[src/rtl/dma_chan_addr_unit_pkg.sv]
// dma_chan_addr_unit_pkg
// Shared definitions for the DMA channel address unit:
//   - FSM state encodings (ST_IDLE, ST_UPPER, ST_ADDR)
//   - register-select encoding for the CPU programming port (SEL_ADDR, SEL_CNT)
//   - byte-select helpers used to size the shared byte pointer
package dma_chan_addr_unit_pkg;

  localparam int BYTE_W = 8;

  // FSM state encodings
  localparam logic [1:0] ST_IDLE  = 2'd0;
  localparam logic [1:0] ST_UPPER = 2'd1;
  localparam logic [1:0] ST_ADDR  = 2'd2;

  // prog_sel encoding
  localparam logic SEL_ADDR = 1'b0;
  localparam logic SEL_CNT  = 1'b1;

  // Number of programming bytes in a register of the given width.
  function automatic int num_bytes(input int width);
    return width / BYTE_W;
  endfunction

  // Index width for n items, never narrower than one bit.
  function automatic int idx_w(input int n);
    return (n > 1) ? $clog2(n) : 1;
  endfunction

endpackage

[src/rtl/dma_chan_addr_unit_if.sv]
// dma_chan_addr_unit_if
// Groups the CPU programming port and the transfer/bus port of the DMA
// channel address unit.
//   master modport : CPU + bus controller side (drives strobes, sees bus)
//   slave modport  : address unit side
// Handshake semantics: there is no valid/ready pair here. prog_we, prog_re,
// clr_bp, svc_req and xfer_ack are single-cycle qualifiers sampled on the
// rising edge; the unit accepts prog_we/prog_re/svc_req only while idle and
// xfer_ack only in the address phase, and silently drops them otherwise.
// prog_rdata is valid the cycle after an accepted prog_re; addr_out is
// valid while aen is high.
interface dma_chan_addr_unit_if
  import dma_chan_addr_unit_pkg::*;
#(
  parameter int NUM_CH = 4,
  parameter int ADDR_W = 16
);
  localparam int CH_W = idx_w(NUM_CH);

  logic              prog_we;
  logic              prog_re;
  logic              prog_sel;
  logic [CH_W-1:0]   prog_ch;
  logic [7:0]        prog_wdata;
  logic [7:0]        prog_rdata;
  logic              clr_bp;
  logic              svc_req;
  logic [CH_W-1:0]   svc_ch;
  logic              xfer_ack;
  logic              aen;
  logic              adstb;
  logic [ADDR_W-1:0] addr_out;

  modport master (
    output prog_we, prog_re, prog_sel, prog_ch, prog_wdata, clr_bp,
    output svc_req, svc_ch, xfer_ack,
    input  prog_rdata, aen, adstb, addr_out
  );

  modport slave (
    input  prog_we, prog_re, prog_sel, prog_ch, prog_wdata, clr_bp,
    input  svc_req, svc_ch, xfer_ack,
    output prog_rdata, aen, adstb, addr_out
  );

endinterface

[src/rtl/dma_chan_addr_unit_regs.sv]
// dma_chan_regs
// One channel's address and word-count registers.
//   clk, rst_n           : clock, asynchronous active-low reset
//   wr_en/wr_sel/wr_byte : byte write of the address or count register
//   wr_data              : write byte
//   step                 : advance this channel by one transfer
//   dec                  : step the address downwards instead of upwards
//   autoinit             : reload from base on terminal count
//   cur_addr, cur_cnt    : current copies
//   tc                   : current count is zero (next step is terminal)
//   reload               : next step reloads from base
// Build option DMA_AUTOINIT_EN: when defined, base copies exist and the
// autoinit input is honoured; otherwise terminal count always wraps.
module dma_chan_regs
  import dma_chan_addr_unit_pkg::*;
#(
  parameter int ADDR_W = 16,
  parameter int CNT_W  = 16,
  parameter int BP_W   = 1
) (
  input  logic              clk,
  input  logic              rst_n,
  input  logic              wr_en,
  input  logic              wr_sel,
  input  logic [BP_W-1:0]   wr_byte,
  input  logic [7:0]        wr_data,
  input  logic              step,
  input  logic              dec,
  input  logic              autoinit,
  output logic [ADDR_W-1:0] cur_addr,
  output logic [CNT_W-1:0]  cur_cnt,
  output logic              tc,
  output logic              reload
);

  localparam int A_BYTES = num_bytes(ADDR_W);
  localparam int C_BYTES = num_bytes(CNT_W);

  logic [ADDR_W-1:0] next_addr;

  assign tc        = (cur_cnt == '0);
  assign next_addr = dec ? (cur_addr - ADDR_W'(1)) : (cur_addr + ADDR_W'(1));

`ifdef DMA_AUTOINIT_EN
  logic [ADDR_W-1:0] base_addr;
  logic [CNT_W-1:0]  base_cnt;

  assign reload = tc & autoinit;

  always_ff @(posedge clk or negedge rst_n) begin
    if (!rst_n) begin
      base_addr <= '0;
      base_cnt  <= '0;
    end else if (wr_en) begin
      for (int b = 0; b < A_BYTES; b++)
        if (wr_sel == SEL_ADDR && int'(wr_byte) == b) base_addr[b*8 +: 8] <= wr_data;
      for (int b = 0; b < C_BYTES; b++)
        if (wr_sel == SEL_CNT && int'(wr_byte) == b) base_cnt[b*8 +: 8] <= wr_data;
    end
  end
`else
  logic unused_autoinit;
  assign unused_autoinit = autoinit;
  assign reload          = 1'b0;
`endif

  // Decrementing a zero count naturally wraps it to all-ones, so the
  // non-reload terminal case needs no special handling.
  always_ff @(posedge clk or negedge rst_n) begin
    if (!rst_n) begin
      cur_addr <= '0;
      cur_cnt  <= '0;
    end else if (wr_en) begin
      for (int b = 0; b < A_BYTES; b++)
        if (wr_sel == SEL_ADDR && int'(wr_byte) == b) cur_addr[b*8 +: 8] <= wr_data;
      for (int b = 0; b < C_BYTES; b++)
        if (wr_sel == SEL_CNT && int'(wr_byte) == b) cur_cnt[b*8 +: 8] <= wr_data;
    end else if (step) begin
`ifdef DMA_AUTOINIT_EN
      if (reload) begin
        cur_addr <= base_addr;
        cur_cnt  <= base_cnt;
      end else begin
        cur_addr <= next_addr;
        cur_cnt  <= cur_cnt - CNT_W'(1);
      end
`else
      cur_addr <= next_addr;
      cur_cnt  <= cur_cnt - CNT_W'(1);
`endif
    end
  end

endmodule

[src/rtl/dma_chan_addr_unit.sv]
// dma_chan_addr_unit
// Multi-channel DMA address / word-count engine. Holds per-channel address
// and count registers (programmed bytewise while idle), runs one transfer
// per svc_req with an optional ADSTB upper-address phase, and reports
// terminal count per channel.
// Ports:
//   CLK, RESET_N : clock, asynchronous active-low reset
//   bus          : programming + transfer port (dma_chan_addr_unit_if.slave)
//   cfg_dec      : per-channel address decrement
//   cfg_autoinit : per-channel autoinitialize (build option DMA_AUTOINIT_EN)
//   status_rd    : read-to-clear of tc_status
//   busy         : FSM not idle
//   tc_pulse     : one-cycle terminal-count flag per channel
//   tc_status    : sticky terminal-count bits
//   state_dbg    : current FSM state
// Build option DMA_AUTOINIT_EN enables base registers and autoinit reload.
module dma_chan_addr_unit
  import dma_chan_addr_unit_pkg::*;
#(
  parameter int NUM_CH = 4,
  parameter int ADDR_W = 16,
  parameter int CNT_W  = 16
) (
  input  logic                 CLK,
  input  logic                 RESET_N,
  dma_chan_addr_unit_if.slave  bus,
  input  logic [NUM_CH-1:0]    cfg_dec,
  input  logic [NUM_CH-1:0]    cfg_autoinit,
  input  logic                 status_rd,
  output logic                 busy,
  output logic [NUM_CH-1:0]    tc_pulse,
  output logic [NUM_CH-1:0]    tc_status,
  output logic [1:0]           state_dbg
);

  localparam int CH_W      = idx_w(NUM_CH);
  localparam int A_BYTES   = num_bytes(ADDR_W);
  localparam int C_BYTES   = num_bytes(CNT_W);
  localparam int MAX_BYTES = (A_BYTES > C_BYTES) ? A_BYTES : C_BYTES;
  localparam int BP_W      = idx_w(MAX_BYTES);

  logic [1:0]        state;
  logic [CH_W-1:0]   cur_ch;
  logic [CH_W-1:0]   last_ch;
  logic [ADDR_W-9:0] last_upper;
  logic              upper_valid;
  logic [BP_W-1:0]   bp;
  logic [BP_W-1:0]   bp_last;

  logic [ADDR_W-1:0] ch_addr [NUM_CH];
  logic [CNT_W-1:0]  ch_cnt  [NUM_CH];
  logic [NUM_CH-1:0] ch_tc, ch_reload, step_v, wr_v, tc_set;

  logic       acc_we, acc_re, upper_hit;
  logic [7:0] rd_byte;

  assign busy      = (state != ST_IDLE);
  assign state_dbg = state;
  assign bus.aen   = busy;
  assign bus.adstb = (state == ST_UPPER);
  assign bus.addr_out = busy ? ch_addr[cur_ch] : '0;

  assign acc_we  = bus.prog_we & ~busy & (int'(bus.prog_ch) < NUM_CH);
  assign acc_re  = bus.prog_re & ~busy & (int'(bus.prog_ch) < NUM_CH);
  assign bp_last = (bus.prog_sel == SEL_CNT) ? BP_W'(C_BYTES - 1) : BP_W'(A_BYTES - 1);

  // Skip the ADSTB phase only when the latched upper byte is still on the
  // bus for this very channel.
  assign upper_hit = upper_valid && (bus.svc_ch == last_ch) &&
                     (ch_addr[bus.svc_ch][ADDR_W-1:8] == last_upper);

  always_comb begin
    step_v = '0;
    wr_v   = '0;
    for (int c = 0; c < NUM_CH; c++) begin
      step_v[c] = (state == ST_ADDR) && bus.xfer_ack && (int'(cur_ch) == c);
      wr_v[c]   = acc_we && (int'(bus.prog_ch) == c);
    end
  end

  assign tc_set = step_v & ch_tc;

  always_comb begin
    rd_byte = '0;
    if (bus.prog_sel == SEL_CNT) begin
      for (int b = 0; b < C_BYTES; b++)
        if (int'(bp) == b) rd_byte = ch_cnt[bus.prog_ch][b*8 +: 8];
    end else begin
      for (int b = 0; b < A_BYTES; b++)
        if (int'(bp) == b) rd_byte = ch_addr[bus.prog_ch][b*8 +: 8];
    end
  end

  for (genvar c = 0; c < NUM_CH; c++) begin : g_ch
    dma_chan_regs #(
      .ADDR_W (ADDR_W),
      .CNT_W  (CNT_W),
      .BP_W   (BP_W)
    ) u_regs (
      .clk      (CLK),
      .rst_n    (RESET_N),
      .wr_en    (wr_v[c]),
      .wr_sel   (bus.prog_sel),
      .wr_byte  (bp),
      .wr_data  (bus.prog_wdata),
      .step     (step_v[c]),
      .dec      (cfg_dec[c]),
      .autoinit (cfg_autoinit[c]),
      .cur_addr (ch_addr[c]),
      .cur_cnt  (ch_cnt[c]),
      .tc       (ch_tc[c]),
      .reload   (ch_reload[c])
    );
  end

  // Byte pointer and read-data register
  always_ff @(posedge CLK or negedge RESET_N) begin
    if (!RESET_N) begin
      bp             <= '0;
      bus.prog_rdata <= '0;
    end else begin
      if (bus.clr_bp)                  bp <= '0;
      else if (acc_we || acc_re)       bp <= (bp >= bp_last) ? '0 : bp + BP_W'(1);
      if (acc_re) bus.prog_rdata <= rd_byte;
    end
  end

  // Transfer FSM and upper-address tracking
  always_ff @(posedge CLK or negedge RESET_N) begin
    if (!RESET_N) begin
      state       <= ST_IDLE;
      cur_ch      <= '0;
      last_ch     <= '0;
      last_upper  <= '0;
      upper_valid <= 1'b0;
    end else begin
      case (state)
        ST_IDLE: begin
          if (bus.svc_req && (int'(bus.svc_ch) < NUM_CH)) begin
            cur_ch <= bus.svc_ch;
            state  <= upper_hit ? ST_ADDR : ST_UPPER;
          end
        end
        ST_UPPER: begin
          last_upper <= ch_addr[cur_ch][ADDR_W-1:8];
          last_ch    <= cur_ch;
          state      <= ST_ADDR;
        end
        ST_ADDR: begin
          if (bus.xfer_ack) state <= ST_IDLE;
        end
        default: state <= ST_IDLE;
      endcase

      // A reprogram or a reload may change the upper byte behind our back.
      if (acc_we || |(step_v & ch_reload)) upper_valid <= 1'b0;
      else if (state == ST_UPPER)          upper_valid <= 1'b1;
    end
  end

  // Terminal-count reporting; a new TC beats a simultaneous status read.
  always_ff @(posedge CLK or negedge RESET_N) begin
    if (!RESET_N) begin
      tc_pulse  <= '0;
      tc_status <= '0;
    end else begin
      tc_pulse  <= tc_set;
      tc_status <= (status_rd ? '0 : tc_status) | tc_set;
    end
  end

endmodule

[src/flat_wrapper.sv]
// flat-port wrapper written by rule: the top's interface ports become plain ports
module dma_chan_addr_unit_flat import dma_chan_addr_unit_pkg::*;
#(
  parameter int NUM_CH = 4,
  parameter int ADDR_W = 16,
  parameter int CNT_W  = 16
)
  (CLK, RESET_N, cfg_dec, cfg_autoinit, status_rd, busy, tc_pulse, tc_status, state_dbg, bus_prog_we, bus_prog_re, bus_prog_sel, bus_prog_ch, bus_prog_wdata, bus_clr_bp, bus_svc_req, bus_svc_ch, bus_xfer_ack, bus_prog_rdata, bus_aen, bus_adstb, bus_addr_out);
  dma_chan_addr_unit_if #(.NUM_CH(NUM_CH), .ADDR_W(ADDR_W)) bus_i ();
  input  logic CLK;
  input  logic RESET_N;
  input  logic [NUM_CH-1:0] cfg_dec;
  input  logic [NUM_CH-1:0] cfg_autoinit;
  input  logic status_rd;
  output logic busy;
  output logic [NUM_CH-1:0] tc_pulse;
  output logic [NUM_CH-1:0] tc_status;
  output logic [1:0] state_dbg;
  input wire logic [$bits(bus_i.prog_we)-1:0] bus_prog_we;
  input wire logic [$bits(bus_i.prog_re)-1:0] bus_prog_re;
  input wire logic [$bits(bus_i.prog_sel)-1:0] bus_prog_sel;
  input wire logic [$bits(bus_i.prog_ch)-1:0] bus_prog_ch;
  input wire logic [$bits(bus_i.prog_wdata)-1:0] bus_prog_wdata;
  input wire logic [$bits(bus_i.clr_bp)-1:0] bus_clr_bp;
  input wire logic [$bits(bus_i.svc_req)-1:0] bus_svc_req;
  input wire logic [$bits(bus_i.svc_ch)-1:0] bus_svc_ch;
  input wire logic [$bits(bus_i.xfer_ack)-1:0] bus_xfer_ack;
  output wire logic [$bits(bus_i.prog_rdata)-1:0] bus_prog_rdata;
  output wire logic [$bits(bus_i.aen)-1:0] bus_aen;
  output wire logic [$bits(bus_i.adstb)-1:0] bus_adstb;
  output wire logic [$bits(bus_i.addr_out)-1:0] bus_addr_out;
  assign bus_i.prog_we = bus_prog_we;
  assign bus_i.prog_re = bus_prog_re;
  assign bus_i.prog_sel = bus_prog_sel;
  assign bus_i.prog_ch = bus_prog_ch;
  assign bus_i.prog_wdata = bus_prog_wdata;
  assign bus_i.clr_bp = bus_clr_bp;
  assign bus_i.svc_req = bus_svc_req;
  assign bus_i.svc_ch = bus_svc_ch;
  assign bus_i.xfer_ack = bus_xfer_ack;
  assign bus_prog_rdata = bus_i.prog_rdata;
  assign bus_aen = bus_i.aen;
  assign bus_adstb = bus_i.adstb;
  assign bus_addr_out = bus_i.addr_out;
  dma_chan_addr_unit #(.NUM_CH(NUM_CH), .ADDR_W(ADDR_W), .CNT_W(CNT_W)) u_core (.CLK(CLK), .RESET_N(RESET_N), .bus(bus_i), .cfg_dec(cfg_dec), .cfg_autoinit(cfg_autoinit), .status_rd(status_rd), .busy(busy), .tc_pulse(tc_pulse), .tc_status(tc_status), .state_dbg(state_dbg));
endmodule
[config.mk]
export PLATFORM = sky130hd
export DESIGN_NAME = dma_chan_addr_unit_flat
export DESIGN_NICKNAME = d
export VERILOG_FILES = /design/src/rtl/dma_chan_addr_unit_pkg.sv /design/src/rtl/dma_chan_addr_unit_if.sv /design/src/rtl/dma_chan_addr_unit_regs.sv /design/src/rtl/dma_chan_addr_unit.sv /design/src/flat_wrapper.sv
export SDC_FILE = /design/constraint.sdc
export NUM_CORES = 1
export LEC_CHECK = 0
export ABC_AREA = 1
export BUFFER_PORTS_ARGS = -buffer_cell sky130_fd_sc_hd__clkbuf_2
export CORE_ASPECT_RATIO = 0.5
export CORE_MARGIN = 2
export CORE_UTILIZATION = 55
export CTS_CLUSTER_SIZE = 40
export DETAILED_ROUTE_END_ITERATION = 6
export PLACE_DENSITY = 0.77
export SYNTH_ARGS = -nofsm -noshare
export SYNTH_HDL_FRONTEND = slang
export SYNTH_SLANG_ARGS = --single-unit
[constraint.sdc]
create_clock -name CLK -period 2.8 [get_ports CLK]
set_clock_uncertainty 0.15 [all_clocks]
set_input_delay 0.28 -clock CLK [delete_from_list [all_inputs] [get_ports CLK]]
set_output_delay 0.28 -clock CLK [all_outputs]
set_load 0.03 [all_outputs]
# Word level (Yosys, flattened, before mapping)
# Index checks and enable logic that the tools add are counted.
[classes]
addsub = 13
magnitude_cmp = 4
n_eq_ne = 28
n_mux = 50
bitwise_logic = 10
n_reduce_logical = 48
[ops]
columns = ["op", "count"]
rows = [
  ["two-way mux 16 bit", 29],
  ["binary-select mux 16 bit (select 2 bit)", 4],
  ["subtractor 16 x 1 -> 16 bit (second input constant)", 8],
  ["adder 16 x 1 -> 16 bit (second input constant)", 4],
  ["zero test 16 bit", 4],
  ["two-way mux 8 bit", 7],
  ["AND reduction 2 bit", 18],
  ["inequality test 2 x 1 -> 1 bit (second input constant)", 16],
  ["logical AND 1 bit", 15],
  ["nonzero test 2 bit", 7],
  ["equality test 2 bit (second input constant)", 5],
  ["greater-or-equal comparator 3 bit (second input constant)", 3],
  ["inverter 2 -> 3 bit", 3],
  ["equality test 8 bit", 1],
  ["equality test 2 x 1 -> 1 bit (second input constant)", 3],
  ["zero test 2 bit", 3],
  ["two-way mux 2 bit", 3],
  ["one-hot mux 2 bit (3 select lines)", 1],
  ["two-way mux 1 bit", 5],
  ["bitwise AND 4 bit", 1],
  ["two-way mux 4 bit", 1],
  ["inequality test 2 bit (second input constant)", 2],
  ["bitwise OR 4 bit", 1],
  ["inverter 1 bit", 3],
  ["other kinds (5)", 6],
]
[word_totals]
regBits = 160
output_inout_bits = 37

# Logic depth before layout (Yosys ltp)
[depth]
depth_word = 9
ltp_mapped = 12
depth_no_buf = 11

# Hierarchy
# A second synthesis with hierarchy kept.
[hier_totals]
hier_cells = 2204
area_unflattened_um2 = 14137.3
[by_module_without_submodules]
columns = ["mod", "n_inst", "cells_each", "area_per_inst_um2", "seq_area_each_um2"]
rows = [
  ["dma_chan_regs (u_core.g_ch[1].u_regs ...)", 3, 422, 2768.9, 800.8],
  ["dma_chan_addr_unit", 1, 514, 3099.2, 800.8],
  ["dma_chan_regs (u_core.g_ch[0].u_regs)", 1, 424, 2731.4, 800.8],
]

# Worst setup path before layout
# OpenSTA, ideal clock, no wires.
[synth_timing]
kind = "flip-flop to output port"
start = "register u_core.cur_ch[1]"
end = "output port bus_addr_out[12]"
arrival_time_ns = 1.726
t_required_ns = 2.370
path_slack_ns = 0.644
path_stages_with_launch = 9
n_path_buf = 1
cell_sequence = "dfrtp_1 inv_1 nand2_1 inv_1 clkbuf_1 nand2_1 nand2_1 a21oi_1 a21oi_1"
[synth_between]
elab_chain_len = 5
[synth_rtl]
columns = ["element", "line_no", "source"]
rows = [
  ["from (decl)", "dma_chan_addr_unit.sv:43", "logic [CH_W-1:0] cur_ch;"],
  ["from (signal assigned)", "dma_chan_addr_unit.sv:140", "cur_ch <= bus.svc_ch;"],
  ["inverter 2 -> 3 bit (not written as such)", "dma_chan_addr_unit.sv:61", "assign bus.addr_out = busy ? ch_addr[cur_ch] : '0;"],
  ["binary-select mux 16 bit (select 2 bit)", "dma_chan_addr_unit.sv:61", ""],
  ["two-way mux 16 bit (not written as such) (2 in a row)", "dma_chan_addr_unit.sv:61", ""],
  ["two-way mux 16 bit", "dma_chan_addr_unit.sv:61", ""],
  ["to (decl)", "flat_wrapper.sv:31", "output wire logic [$bits(bus_i.addr_out)-1:0] bus_addr_out;"],
]
# No other way between the ends. The select of a mux whose other input is x is not followed.

# Worst setup path in the final report
[layout_timing]
start = "register u_core.cur_ch[1]"
end = "output port bus_addr_out[3]"
# Same word-level chain as after synthesis.

==> flow_summary.toml <==
[clock_tree]
clock_latency_ns = 0.47
ctsRootBufferMaster = "sky130_fd_sc_hd__clkbuf_16"
clkSlewWorstSetupHoldPaths_ns = 0.07
htree_num_levels = 4
maximum_clock_insertion_buffer_count = 2
cts_buffers = 17
number_of_clock_sinks = 160
cts_tree = "built"

[detailed_routing]
post-route-drc-count = 0
1st_iter_drt_viols = 1600
drt_pre_antenna_iters = 5
drt-wirelength-per-cell_um = 16.85
drt_wirelength_um = 42870
ant_nets = 0
routed_via_density = 5.642
route.vias.total = 14360

[yosys]
synth_seq_area_share = 0.2951
unique_cell_type_count_in_the_yosys_netlist = 43
post-synth-top-area-cell = "sky130_fd_sc_hd__dfrtp_1"
mappedNetlistArea_mm2 = 0.01357
synth_top_area_frac = 0.2951
ys_warn_count = 0
ys_seq_elements = 160
ys_top_cells_by_area = "sky130_fd_sc_hd__dfrtp_1 (30%), sky130_fd_sc_hd__nand2_1 (17%), sky130_fd_sc_hd__nor2_1 (8.6%), sky130_fd_sc_hd__inv_1 (7.4%), sky130_fd_sc_hd__ha_1 (5.9%)"
postSynth.asyncResetShare = 1.000
synthesis.nets = 2240
yosys_most_used_dff = "sky130_fd_sc_hd__dfrtp_1"
number_of_flops_mapped_to_enable_cells_by_yosys = 0
postSynthCellCount = 2143
avgSynthCellArea_um2 = 6.330

[pwr]
power_frac_seq = 0.289
leakagePower_nw = 7.940
peakVddDrop_mv = 0.5882
netSwitchingFraction = 0.5303
p_per_area_mw_per_mm2 = 1136
power_frac_clock = 0.129
netSwitchingPower_mw = 8.913
p_comb_frac = 0.582
power.internal_mw = 7.895

[critical_path]
timing.setup.critical_path_class = "reg2out"
setup.worst_path.start_class = "flop"
critPathArrivalTime_ns = 2.30
path_max_fanout = 16
required_ns = 2.37
timing.critical_path.to_type = "output pin"

[final_layout]
area.growth.synth_to_final_pct = 9.057
final_layout_size_suffix_gt1_frac = 0.07696
fillerInstances = 2378
num-nets-final = 2294
num_antenna_cells = 0
finish.cell_count_without_fillers = 2545

[sta]
timing.final.hold_violations = 0
setup_viol_count_final = 0
finalWorstPathRequiredPeriod_ns = 2.726
setup_total_negative_slack_ns = 0
finalMaxSlewViolations = 0
timing.max_slew.rel_slack = 0.5743
grt_setup_unrepaired = "no"
timing.final.crit_share = 0.9734
fmax_mhz = 366.9
worst_slew_pin_slew_ns = 0.6386

[floorplanning]
initial_utilization = 0.5623
fp.coreArea_mm2 = 0.02412
row_count = 40
die_h_um = 115.1
die_width_um = 226.1
design.die.area_mm2 = 0.02601
design.portCount = 66

[placement]
place.detailed.instances = 2510
port_buffers = 61
dp_hpwl_um = 33530
gp_routability_congestion = 0.9905

[global_route]
grt_first_pass_wirelength_um = 67070
largest_net_degree_at_the_start_of_global_routing = 63
gr-total-overflow = 0
grt.total_usage = 0.3380
antenna_violations_before_repair = 2
number_of_global_route_vias_before_repair = 12540

[run_status]
status = "finished clean"

[min_path]
timing.hold.worst.class = "in2reg"

[job]
drv.max_cap_violation_count = 0
-- worst max-delay path, cell delays in order, from the launching register on --
cell	delay [ns]
sky130_fd_sc_hd__dfrtp_1	0.42
sky130_fd_sc_hd__inv_1	0.16
sky130_fd_sc_hd__nand2_1	0.10
sky130_fd_sc_hd__inv_1	0.43
sky130_fd_sc_hd__a22oi_1	0.18
sky130_fd_sc_hd__a21oi_1	0.29
sky130_fd_sc_hd__clkbuf_2	0.26
-- flip-flops by register name (all words and copies together) (netlist names), 4 cells and up --
signal and flops:
u_core.g_ch.u_regs.cur_addr 64, u_core.g_ch.u_regs.cur_cnt 64, u_core.bus.prog_rdata 8, u_core.last_upper 8, u_core.tc_pulse 4, u_core.tc_status 4
-- cells in the final DEF (no fill, tap or decap), drive strengths merged, types with 13 or more instances in the layout --
| cell type | netlist | routed |
|---|---|---|
| nand4 | 13 | 13 |
| o22ai | 22 | 22 |
| nand3b | 22 | 22 |
| ha | 64 | 64 |
| nand3 | 153 | 153 |
| clkinv | 3 | 13 |
| xor2 | 18 | 18 |
| nor2 | 320 | 320 |
| a21oi | 119 | 119 |
| nand2 | 619 | 619 |
| inv | 283 | 285 |
| a22oi | 40 | 40 |
| or2 | 16 | 16 |
| clkbuf | 17 | 78 |
| nor3 | 24 | 24 |
| dfrtp | 160 | 160 |
| a31oi | 27 | 27 |
| o21ai | 134 | 134 |
| buf | 31 | 19 |
-- timing repair --
item                       4_1_cts  5_1_grt
setup buffers                    0        0
hold buffers                     4        0
setup endpoints to repair        0        1
gates resized for setup          0        1
hold endpoints to repair        64        0
-- synthesized netlist by cell type (all sizes together) (13+ instances only) --
library cell    n
a21oi         119
a22oi          40
a31oi          27
buf            31
clkbuf         17
dfrtp         160
ha             64
inv           283
nand2         619
nand3         153
nand3b         22
nand4          13
nor2          320
nor3           24
o21ai         134
o22ai          22
or2            16
xor2           18
-- stage by stage --
step | power (mW) | hold WS [ns] | utilization | cell area [µm²] | setup WS, ns
after floorplan | 11.66 | -0.1656 | - | 13570 | 0.6439
after global placement | 14.14 | 0.1729 | 0.5897 | 14230 | 0.4295
after detailed placement | 14.32 | 0.1771 | 0.5897 | 14230 | 0.4087
after CTS | 16.53 | 0.004271 | 0.6130 | 14790 | 0.1456
after global routing | 18.29 | 0.04554 | 0.6133 | 14790 | 0.03482
final | 16.81 | 0.008981 | 0.6133 | 14790 | 0.07444
-- metal layers --
layer | vias up | global-route usage | wire length (µm)
met1 | 6546 | 0.4871 | 19340
met3 | 65 | 0.1122 | 5299
met4 | 2 | 0.09342 | 867
met5 | - | 0 | 13
li1 | 7110 | - | -
met2 | 637 | 0.4835 | 17350
-- path summary, 6_finish.rpt --
kind	start	endpoint	slack (ns)	depth (start not counted)
min	bus_svc_req	u_core.state_dbg[1]$_DFFE_PN0P_	0.009	5
max reg2reg	u_core.state_dbg[1]$_DFFE_PN0P_	u_core.g_ch[3].u_regs.cur_addr[4]$_DFFE_PN0P_	0.34	7
max	u_core.cur_ch[1]$_DFFE_PN0P_	bus_addr_out[3]	0.07	6
max in group asynchronous	RESET_N	u_core.g_ch[3].u_regs.cur_addr[12]$_DFFE_PN0P_	1.55	3
min in group asynchronous	RESET_N	u_core.g_ch[1].u_regs.cur_addr[15]$_DFFE_PN0P_	0.24	2
min reg2reg	u_core.tc_status[0]$_DFF_PN0_	u_core.tc_status[0]$_DFF_PN0_	0.33	1
-- power groups by stage --
stage               clock network, mW  logic [mW]  registers (mW)
finish                           2.17        9.77            4.86
global route                     2.28        11.1            4.96
CTS                              2.19        9.60            4.74
detailed placement                  0        9.55            4.78
global placement                    0        9.39            4.75
floorplan                           0        7.34            4.32
-- final cells by class --
class	instances	area, µm²	share of cell area
multi-input cells	1649	8263	0.5585
flip-flops and latches	160	4004	0.2706
clock buffers	18	429.2	0.02901
well taps	336	420.4	0.02842
inverters	286	1074	0.07256
clock inverters	13	92.59	0.006258
repair buffers	83	511.7	0.03459
-- cell families after synthesis --
kind of cell | share of synthesized area
AO/OA/AOI/OAI | 0.1645
XOR/XNOR | 0.01485
adder cells (fa/ha/maj) | 0.06493
buffers and inverters | 0.09638
flip-flops | 0.2951
AND/OR/NAND/NOR | 0.3642
Note: power is estimated with default switching activity, not from simulation.
